### src/rtl/bcd_counter_chain_pkg.sv
// Shared constants and helpers for the BCD counter chain.
package bcd_counter_chain_pkg;

    localparam int MOD_MAX = 10;
    localparam int DIGIT_W = 4;

    localparam logic DIR_UP   = 1'b1;
    localparam logic DIR_DOWN = 1'b0;

    // Extract the modulus of digit idx from the packed 4-bit-per-digit table.
    function automatic int get_mod(input logic [31:0] mods, input int idx);
        return int'(mods[idx*DIGIT_W +: DIGIT_W]);
    endfunction

endpackage

### src/rtl/bcd_digit.sv
// One BCD digit with its own modulus: parallel load with clamp, step up/down with wrap.
module bcd_digit
    import bcd_counter_chain_pkg::*;
#(
    parameter int MOD = MOD_MAX
) (
    input  logic               clk,
    input  logic               clrn,
    input  logic               loadn,
    input  logic [DIGIT_W-1:0] load_val,
    input  logic               step,
    input  logic               up,
    output logic [DIGIT_W-1:0] q,
    output logic               at_max,
    output logic               at_min
);

    // A modulus above a decimal digit cannot be represented; cap it.
    localparam int MOD_C = (MOD > MOD_MAX) ? MOD_MAX : MOD;
    localparam logic [DIGIT_W-1:0] LIMIT = DIGIT_W'(MOD_C);
    localparam logic [DIGIT_W-1:0] TOP   = DIGIT_W'(MOD_C - 1);

    logic [DIGIT_W-1:0] cnt_q;
    logic [DIGIT_W-1:0] cnt_d;
    logic [DIGIT_W-1:0] clamped;

    // Out-of-range load values (including non-BCD codes) become the digit maximum.
    assign clamped = (load_val >= LIMIT) ? TOP : load_val;
    assign at_max  = (cnt_q == TOP);
    assign at_min  = (cnt_q == '0);
    assign q       = cnt_q;

    // Next value: load beats step; stepping wraps at either end of the digit range.
    always_comb begin
        cnt_d = cnt_q;
        if (!loadn) begin
            cnt_d = clamped;
        end else if (step) begin
            if (up == DIR_UP) begin
                cnt_d = at_max ? '0 : cnt_q + 1'b1;
            end else begin
                cnt_d = at_min ? TOP : cnt_q - 1'b1;
            end
        end
    end

    // Digit register, cleared asynchronously.
    always_ff @(posedge clk or negedge clrn) begin
        if (!clrn) begin
            cnt_q <= '0;
        end else begin
            cnt_q <= cnt_d;
        end
    end

endmodule

### src/rtl/bcd_counter_chain.sv
// Cascade of BCD digits counting up/down as one number, with load, saturation and flags.
module bcd_counter_chain
    import bcd_counter_chain_pkg::*;
#(
    parameter int                    DIGITS   = 4,
    parameter logic [4*DIGITS-1:0]   MODS     = (4*DIGITS)'(16'h6A6A),
    parameter bit                    SATURATE = 1'b1
) (
    input  logic                  clk,
    input  logic                  clrn,
    input  logic                  loadn,
    input  logic                  en,
    input  logic                  up,
    input  logic [4*DIGITS-1:0]   data,
    output logic [4*DIGITS-1:0]   out,
    output logic                  tc,
    output logic                  zero
);

    logic [DIGITS-1:0] at_max;
    logic [DIGITS-1:0] at_min;
    logic [DIGITS-1:0] step;
    logic [DIGITS:0]   low_max;
    logic [DIGITS:0]   low_min;
    logic              all_max;
    logic              all_min;
    logic              hold_zero;

    // Carry/borrow lookahead: bit i says every digit below i is at its max (or at zero).
    always_comb begin
        low_max    = '0;
        low_min    = '0;
        low_max[0] = 1'b1;
        low_min[0] = 1'b1;
        for (int i = 0; i < DIGITS; i++) begin
            low_max[i+1] = low_max[i] & at_max[i];
            low_min[i+1] = low_min[i] & at_min[i];
        end
    end

    assign all_max   = low_max[DIGITS];
    assign all_min   = low_min[DIGITS];
    // Counting down from all-zero either sticks at zero or wraps to all-max.
    assign hold_zero = SATURATE && (up == DIR_DOWN) && all_min;

    // Per-digit step enable; all digits update on the same edge.
    always_comb begin
        step = '0;
        for (int i = 0; i < DIGITS; i++) begin
            step[i] = en & ~hold_zero & ((up == DIR_UP) ? low_max[i] : low_min[i]);
        end
    end

    for (genvar g = 0; g < DIGITS; g++) begin : g_digit
        bcd_digit #(
            .MOD (get_mod(32'(MODS), g))
        ) u_digit (
            .clk      (clk),
            .clrn     (clrn),
            .loadn    (loadn),
            .load_val (data[g*DIGIT_W +: DIGIT_W]),
            .step     (step[g]),
            .up       (up),
            .q        (out[g*DIGIT_W +: DIGIT_W]),
            .at_max   (at_max[g]),
            .at_min   (at_min[g])
        );
    end

    assign tc   = en & ((up == DIR_UP) ? all_max : all_min);
    assign zero = (out == '0);

endmodule
### config.mk
export PLATFORM = sky130hd
export DESIGN_NAME = bcd_counter_chain
export DESIGN_NICKNAME = d
export VERILOG_FILES = /design/src/rtl/bcd_counter_chain_pkg.sv /design/src/rtl/bcd_digit.sv /design/src/rtl/bcd_counter_chain.sv
export SDC_FILE = /design/constraint.sdc
export NUM_CORES = 1
export LEC_CHECK = 0
export BUFFER_PORTS_ARGS = -buffer_cell sky130_fd_sc_hd__buf_2
export CORE_ASPECT_RATIO = 1.1
export CORE_MARGIN = 1
export CORE_UTILIZATION = 23
export CTS_BUF_LIST = sky130_fd_sc_hd__clkbuf_8 sky130_fd_sc_hd__clkbuf_16
export DETAILED_ROUTE_END_ITERATION = 7
export SYNTH_ARGS = -nofsm -noshare
export SYNTH_HDL_FRONTEND = slang
export SYNTH_SLANG_ARGS = --single-unit
### constraint.sdc
create_clock -name clk -period 3 [get_ports clk]
set_input_delay 0.6 -clock clk [delete_from_list [all_inputs] [get_ports clk]]
set_output_delay 0.6 -clock clk [all_outputs]
set_load 0.1 [all_outputs]
==> reports/qor.yml, run 1 <==
setup_path:
  path_max_fanout: 13
  endpoint_kind: "output port"
  worstSetupStartpoint: "g_digit[0].u_digit.q[1]"
  arrival_ns: 2.23
  rrSetupSlack_ns: 0.72
  start_kind: "register"
  reg2reg_depth: 5
  critPathKind: "reg -> out"
  cp_data_required_time_ns: 2.40
  reg2reg_to: "g_digit[3].u_digit.q[1]"
  r2r_start: "g_digit[2].u_digit.q[2]"
placement:
  io_buffer_count: 38
  dpl_worst_slack_ns: 0.445
  dp_hpwl_um: 3130
  postPlaceCellArea_um2: 1850
  gp_congestion: 0.801
clock_network:
  clk_latency_ns: 0.25
  clk_path_buf_depth: 2
  cts_tree: "done"
  clock-root-buffer: "clkbuf_8"
  cts_setup_buffers: 0
  htreeDepth: 1
  path_clk_slew_ns: 0.06
  cts.repair.resized: 0
  postCtsHoldBufs: 0
  cts_made_buffers: 3
  cts_sinks: 16
drt:
  drt_first_pass_iters: 4
  vias: 1601
  ant_nets: 0
  vias_per_cell: 5.16
  drcViolationCount: 0
  drt_iter0_drc: 92
  post_drt_wl_per_cell_um: 13.8
  routed_wl_um: 4290
floorplan:
  die_w_um: 80.6
  die_area_um2: 7120
  coreArea_um2: 6560
  rows: 31
  io_pins: 39
  die_h_um: 88.4
  initial_core_util: 0.238
timing:
  relSlewSlack: 0.585
  fmax_ghz: 0.353
  finalCriticalPeriod_ns: 2.83
  finalSetupViolCount: 0
  grt_setup_unrepaired: "false"
  finalHoldViolations: 0
  setup-tns-final_ns: 0
  worst_pin_slew_ns: 0.623
  drv_slew: 0
  post-route-period-util: 0.943
  fin_ws_ns: 0.171
  fin_skew_ns: 0.000802
finish:
  drive_above_1_share: 0.316
  mostFrequentLayoutCell: "buf_2"
  fin_util: 0.289
  largest_reg_flops: 16
  antenna-diode-count: 0
  final_cell_area_um2: 1890
  nets: 251
  nFillCells: 721
  syn_to_final_growth_pct: 21.2
  regArea_um2: 418
  multi_input_area_um2: 1070
  final_cell_mix: "37 x buf_2, 20 x nand2_1, 16 x nor2_1, 16 x o21ai_0, 12 x nor3_1"
power_and_ir_drop:
  vdd_drop_max_mv: 0.226
  clkPwrFrac: 0.181
  p_sw_frac: 0.499
  power_density_nw_per_um2: 487
  p_int_uw: 462
  cellLeakagePower_uw: 0.000771
  total_power_uw: 921
  power_frac_comb: 0.480
  sequentialPowerShare: 0.338
  p_sw_uw: 460
synth:
  ys_seq_area_frac: 0.256
  postSynthNetCount: 225
  synth_cell_type_count: 56
  syn_area_um2: 1560
  yosys-top-cells-area: "dfrtp_1 26%, o21ai_0 5.1%, nand2_1 4.8%"
  synth_cells: 204
  synth_top_area_frac: 0.256
  yosysTopAreaCell: "dfrtp_1"
  synth_edf_count: 0
  avgSynthCellArea_um2: 7.65
  ys_async_sr_fraction: 1.00
  synth_seq_cells: 16
  yosys_warnings: 0
  synthFlopType: "dfrtp_1"
run_status:
  outcome: "complete, no violations"
global_routing:
  use_met3: 0.0268
  busiest_layer: "met2"
  antenna_found_initial: 0
  grt_use_total: 0.124
  grt_pass1_wl_um: 6910
  grt_overflow: 0
  grt_pass1_vias: 1396
  met2_usage: 0.200
  grt_use_met1: 0.169
  grt_max_degree: 22
min_path:
  min_path_type: "in -> async"
job:
  cap_violations: 0
worst max path at each step:
stage           end  slack, ns
2_1_floorplan  zero      -0.07
3_3_place_gp     tc       0.48
3_5_place_dp     tc       0.44
4_1_cts          tc       0.16
5_1_grt          tc       0.04
6_report         tc       0.17
power groups by stage:
stage                     Sequential [uW]  Combinational (uW)  Clock [uW]
after floorplan                       450                 228           0
after global placement                313                 441           0
after detailed placement              316                 444           0
after CTS                             311                 445         176
after global routing                  319                 474         184
final                                 312                 443         167
metal layers:
metal / share of wire / wire [um]
met1: 0.47 / 2010
met2: 0.46 / 1970
met3: 0.061 / 261
met4: 0.012 / 51
met5: 0 / 0
through the flow:
stage	hold WS, ns	cells
after floorplan	0.304	204
after detailed placement	0.554	307
after global routing	0.286	310
after CTS	0.275	310
final	0.263	310
after global placement	0.551	307
cell usage after synthesis (all sizes together), types with 2 or more instances:
cell	n
nand2	20
o21ai	17
dfrtp	16
nor2	16
clkbuf	13
nor3	12
a21oi	10
buf	8
nor4	8
inv	6
mux2i	6
nand3	6
and3	5
xnor2	5
a22oi	4
mux2	4
o31ai	4
and2	3
or2	3
a2111oi	2
a211oi	2
a21bo	2
a21boi	2
nand2b	2
nor2b	2
o21bai	2
or3	2
or4	2
xor2	2
cell families (layout without fill, tap and decap cells):
family	after synthesis	count (layout)	share of synthesized area
buf+inv	27	51	0.0729
compound gates	61	61	0.276
xor+xnor	7	7	0.0393
simple gates	83	83	0.280
flops	16	16	0.256
mux	10	10	0.0745
critical path, cell delays in order (launching register included):
cell and delay (ns):
dfrtp_2 0.49, or3_1 0.55, nor4_2 0.37, nand3_1 0.19, a21boi_4 0.19, buf_12 0.19
cell type report:
class | count | area share
clock buffers | 3 | 0.0218
inverters | 6 | 0.0119
multi-input cells | 161 | 0.567
flip-flops and latches | 16 | 0.221
well taps | 82 | 0.0542
repair buffers | 42 | 0.124
No activity file was read; power rests on OpenSTA's default activity.
==> inputs of run 2 (changes only) <==
- clock period: 3 -> 2.4 ns (I/O delays scaled with it)
==> reports/qor.yml, run 2 (synthesis gave the netlist of run 1 again) <==
run_status:
  outcome: "finished with violations"
  violations: "negative setup slack"
floorplan:
  initial_core_util: 0.238  # unchanged
  rows: 31  # unchanged
  io_pins: 39  # unchanged
  coreArea_um2: 6560  # unchanged
  die_h_um: 88.4  # unchanged
  die_w_um: 80.6  # unchanged
  die_area_um2: 7120  # unchanged
setup_path:
  path_max_fanout: 2  # -11
  critPathKind: "reg -> out"
  path_cells: "or4_4 -> nor4_4 -> nand2_1 -> a21boi_4 -> buf_12"
  endpoint_kind: "output port"
  start_kind: "register"
  max_stage_delay_ns: 0.56  # about the same
  reg2reg_depth: 6  # +1
  reg2reg_to: "g_digit[2].u_digit.q[3]"
  cp_slowest_cell: "or4_4"
  r2r_start: "g_digit[1].u_digit.q[2]"
  cp_data_required_time_ns: 1.92  # -0.48 ns
  rrSetupSlack_ns: 0.21  # -0.51 ns
  arrival_ns: 1.94  # -0.29 ns
global_routing:
  grt_max_degree: 34  # +55%
  grt_pass1_vias: 1422  # +1.9%
  busiest_layer: "met2"
  grt_overflow: 0  # unchanged
  use_met3: 0.0278  # +0.00103
  grt_use_total: 0.124  # about the same
  grt_use_met1: 0.166  # -0.00270
  antenna_found_initial: 1  # +1
  met2_usage: 0.203  # +0.00231
  grt_pass1_wl_um: 6890  # -0.29%
finish:
  largest_reg_flops: 16  # unchanged
  antenna-diode-count: 0  # unchanged
  drive_above_1_share: 0.370  # +0.0541
  mostFrequentLayoutCell: "buf_2"
  syn_to_final_growth_pct: 32.5
  nFillCells: 721  # unchanged
  nets: 269  # +7.2%
  final_cell_mix: "36 x buf_2, 21 x buf_4, 20 x nand2_1, 16 x nor2_1, 16 x o21ai_0"
timing:
  relSlewSlack: 0.601  # +0.0161
  worst_pin_slew_ns: 0.599  # -0.0241 ns
  fin_ws_ns: -0.0206  # -0.191 ns
  finalHoldViolations: 0  # unchanged
  fmax_ghz: 0.413
  post-route-period-util: 1.01
  fin_skew_ns: 0.00181  # +0.00101 ns
  holdWs_ns: 0.146  # -0.117 ns
  drv_slew: 0  # unchanged
  finalCriticalPeriod_ns: 2.42
  grt_setup_unrepaired: "true"
  finalSetupViolCount: 1  # +1
drt:
  ant_nets: 0  # unchanged
  drt_first_pass_iters: 4  # unchanged
  routed_wl_um: 4290  # about the same
  vias_per_cell: 4.98  # -3.6%
  drcViolationCount: 0  # unchanged
  vias: 1633  # +2.0%
  post_drt_wl_per_cell_um: 13.1  # -5.6%
  drt_iter0_drc: 83  # -9.8%
placement:
  gp_congestion: 0.885  # +10%
  dp_hpwl_um: 3260  # +4.1%
  io_buffer_count: 38  # unchanged
min_path:
  min_path_type: "in -> async"
power_and_ir_drop:
  total_power_uw: 1210  # +31%
  cellLeakagePower_uw: 0.000869  # +13%
  power_density_nw_per_um2: 583  # +20%
  vdd_drop_max_mv: 0.286  # +26%
clock_network:
  clk_path_buf_depth: 2  # unchanged
  htreeDepth: 1  # unchanged
  clk_latency_ns: 0.25  # about the same
  clock-root-buffer: "clkbuf_8"
  cts_sinks: 16  # unchanged
  cts_tree: "done"
  path_clk_slew_ns: 0.06  # about the same
  cts_made_buffers: 3  # unchanged
job:
  cap_violations: 0  # unchanged
run 2: area by class of cell:
cell class,instances,area [um^2],area share
inverters,6,22.5,0.0109
clock buffers,3,41.3,0.0200
multi-input cells,161,1090,0.525
well taps,82,103,0.0496
flip-flops and latches,16,418,0.202
repair buffers,60,398,0.192
run 2: per-stage QoR:
step / std cells / util / area (um^2) / setup TNS [ns] / setup slack (ns)
global route: 328 / 0.316 / 2070 / -0.131 / -0.108
CTS: 328 / 0.314 / 2060 / -0.0496 / -0.0496
floorplan: 204 / - / 1610 / -1.00 / -0.553
detailed placement: 324 / 0.306 / 2010 / 0 / 0.0942
finish: 328 / 0.316 / 2070 / -0.0206 / -0.0206
global placement: 324 / 0.306 / 2010 / 0 / 0.0916
run 2: critical path, delay by kind of cell, from the launching register on:
kind	cells	cell delay, ns
simple gates	3	0.86
flops	1	0.47
buf+inv	1	0.19
compound gates	1	0.18
run 2: worst max path at each step:
stage                                       start  slack [ns]   end
final                     g_digit[1].u_digit.q[2]       -0.02    tc
after global routing      g_digit[1].u_digit.q[2]       -0.11    tc
after CTS                 g_digit[1].u_digit.q[2]       -0.05    tc
after detailed placement  g_digit[1].u_digit.q[2]        0.09    tc
after global placement    g_digit[1].u_digit.q[2]        0.09    tc
after floorplan           g_digit[1].u_digit.q[2]       -0.55  zero
run 2: what timing repair did:
action / in CTS / in global routing
buffers inserted: 1 / 0
resized for setup: 0 / 2
endpoints found under the setup margin: 2 / 2
pin swaps: 3 / 2
hold buffers: 0 / 0
run 2: power by group:
part	switching [uW]	leakage (uW)	internal, uW
sequential	26.4	0.000180	306
clock	91.6	0.0000216	111
combinational	463	0.000667	208
total	581	0.000869	625
run 2: routing by layer:
| metal | routed length, um | part of all wire |
|---|---|---|
| met5 | 0 | 0 |
| met3 | 233 | 0.054 |
| met4 | 34 | 0.0079 |
| met1 | 2120 | 0.49 |
| met2 | 1900 | 0.44 |
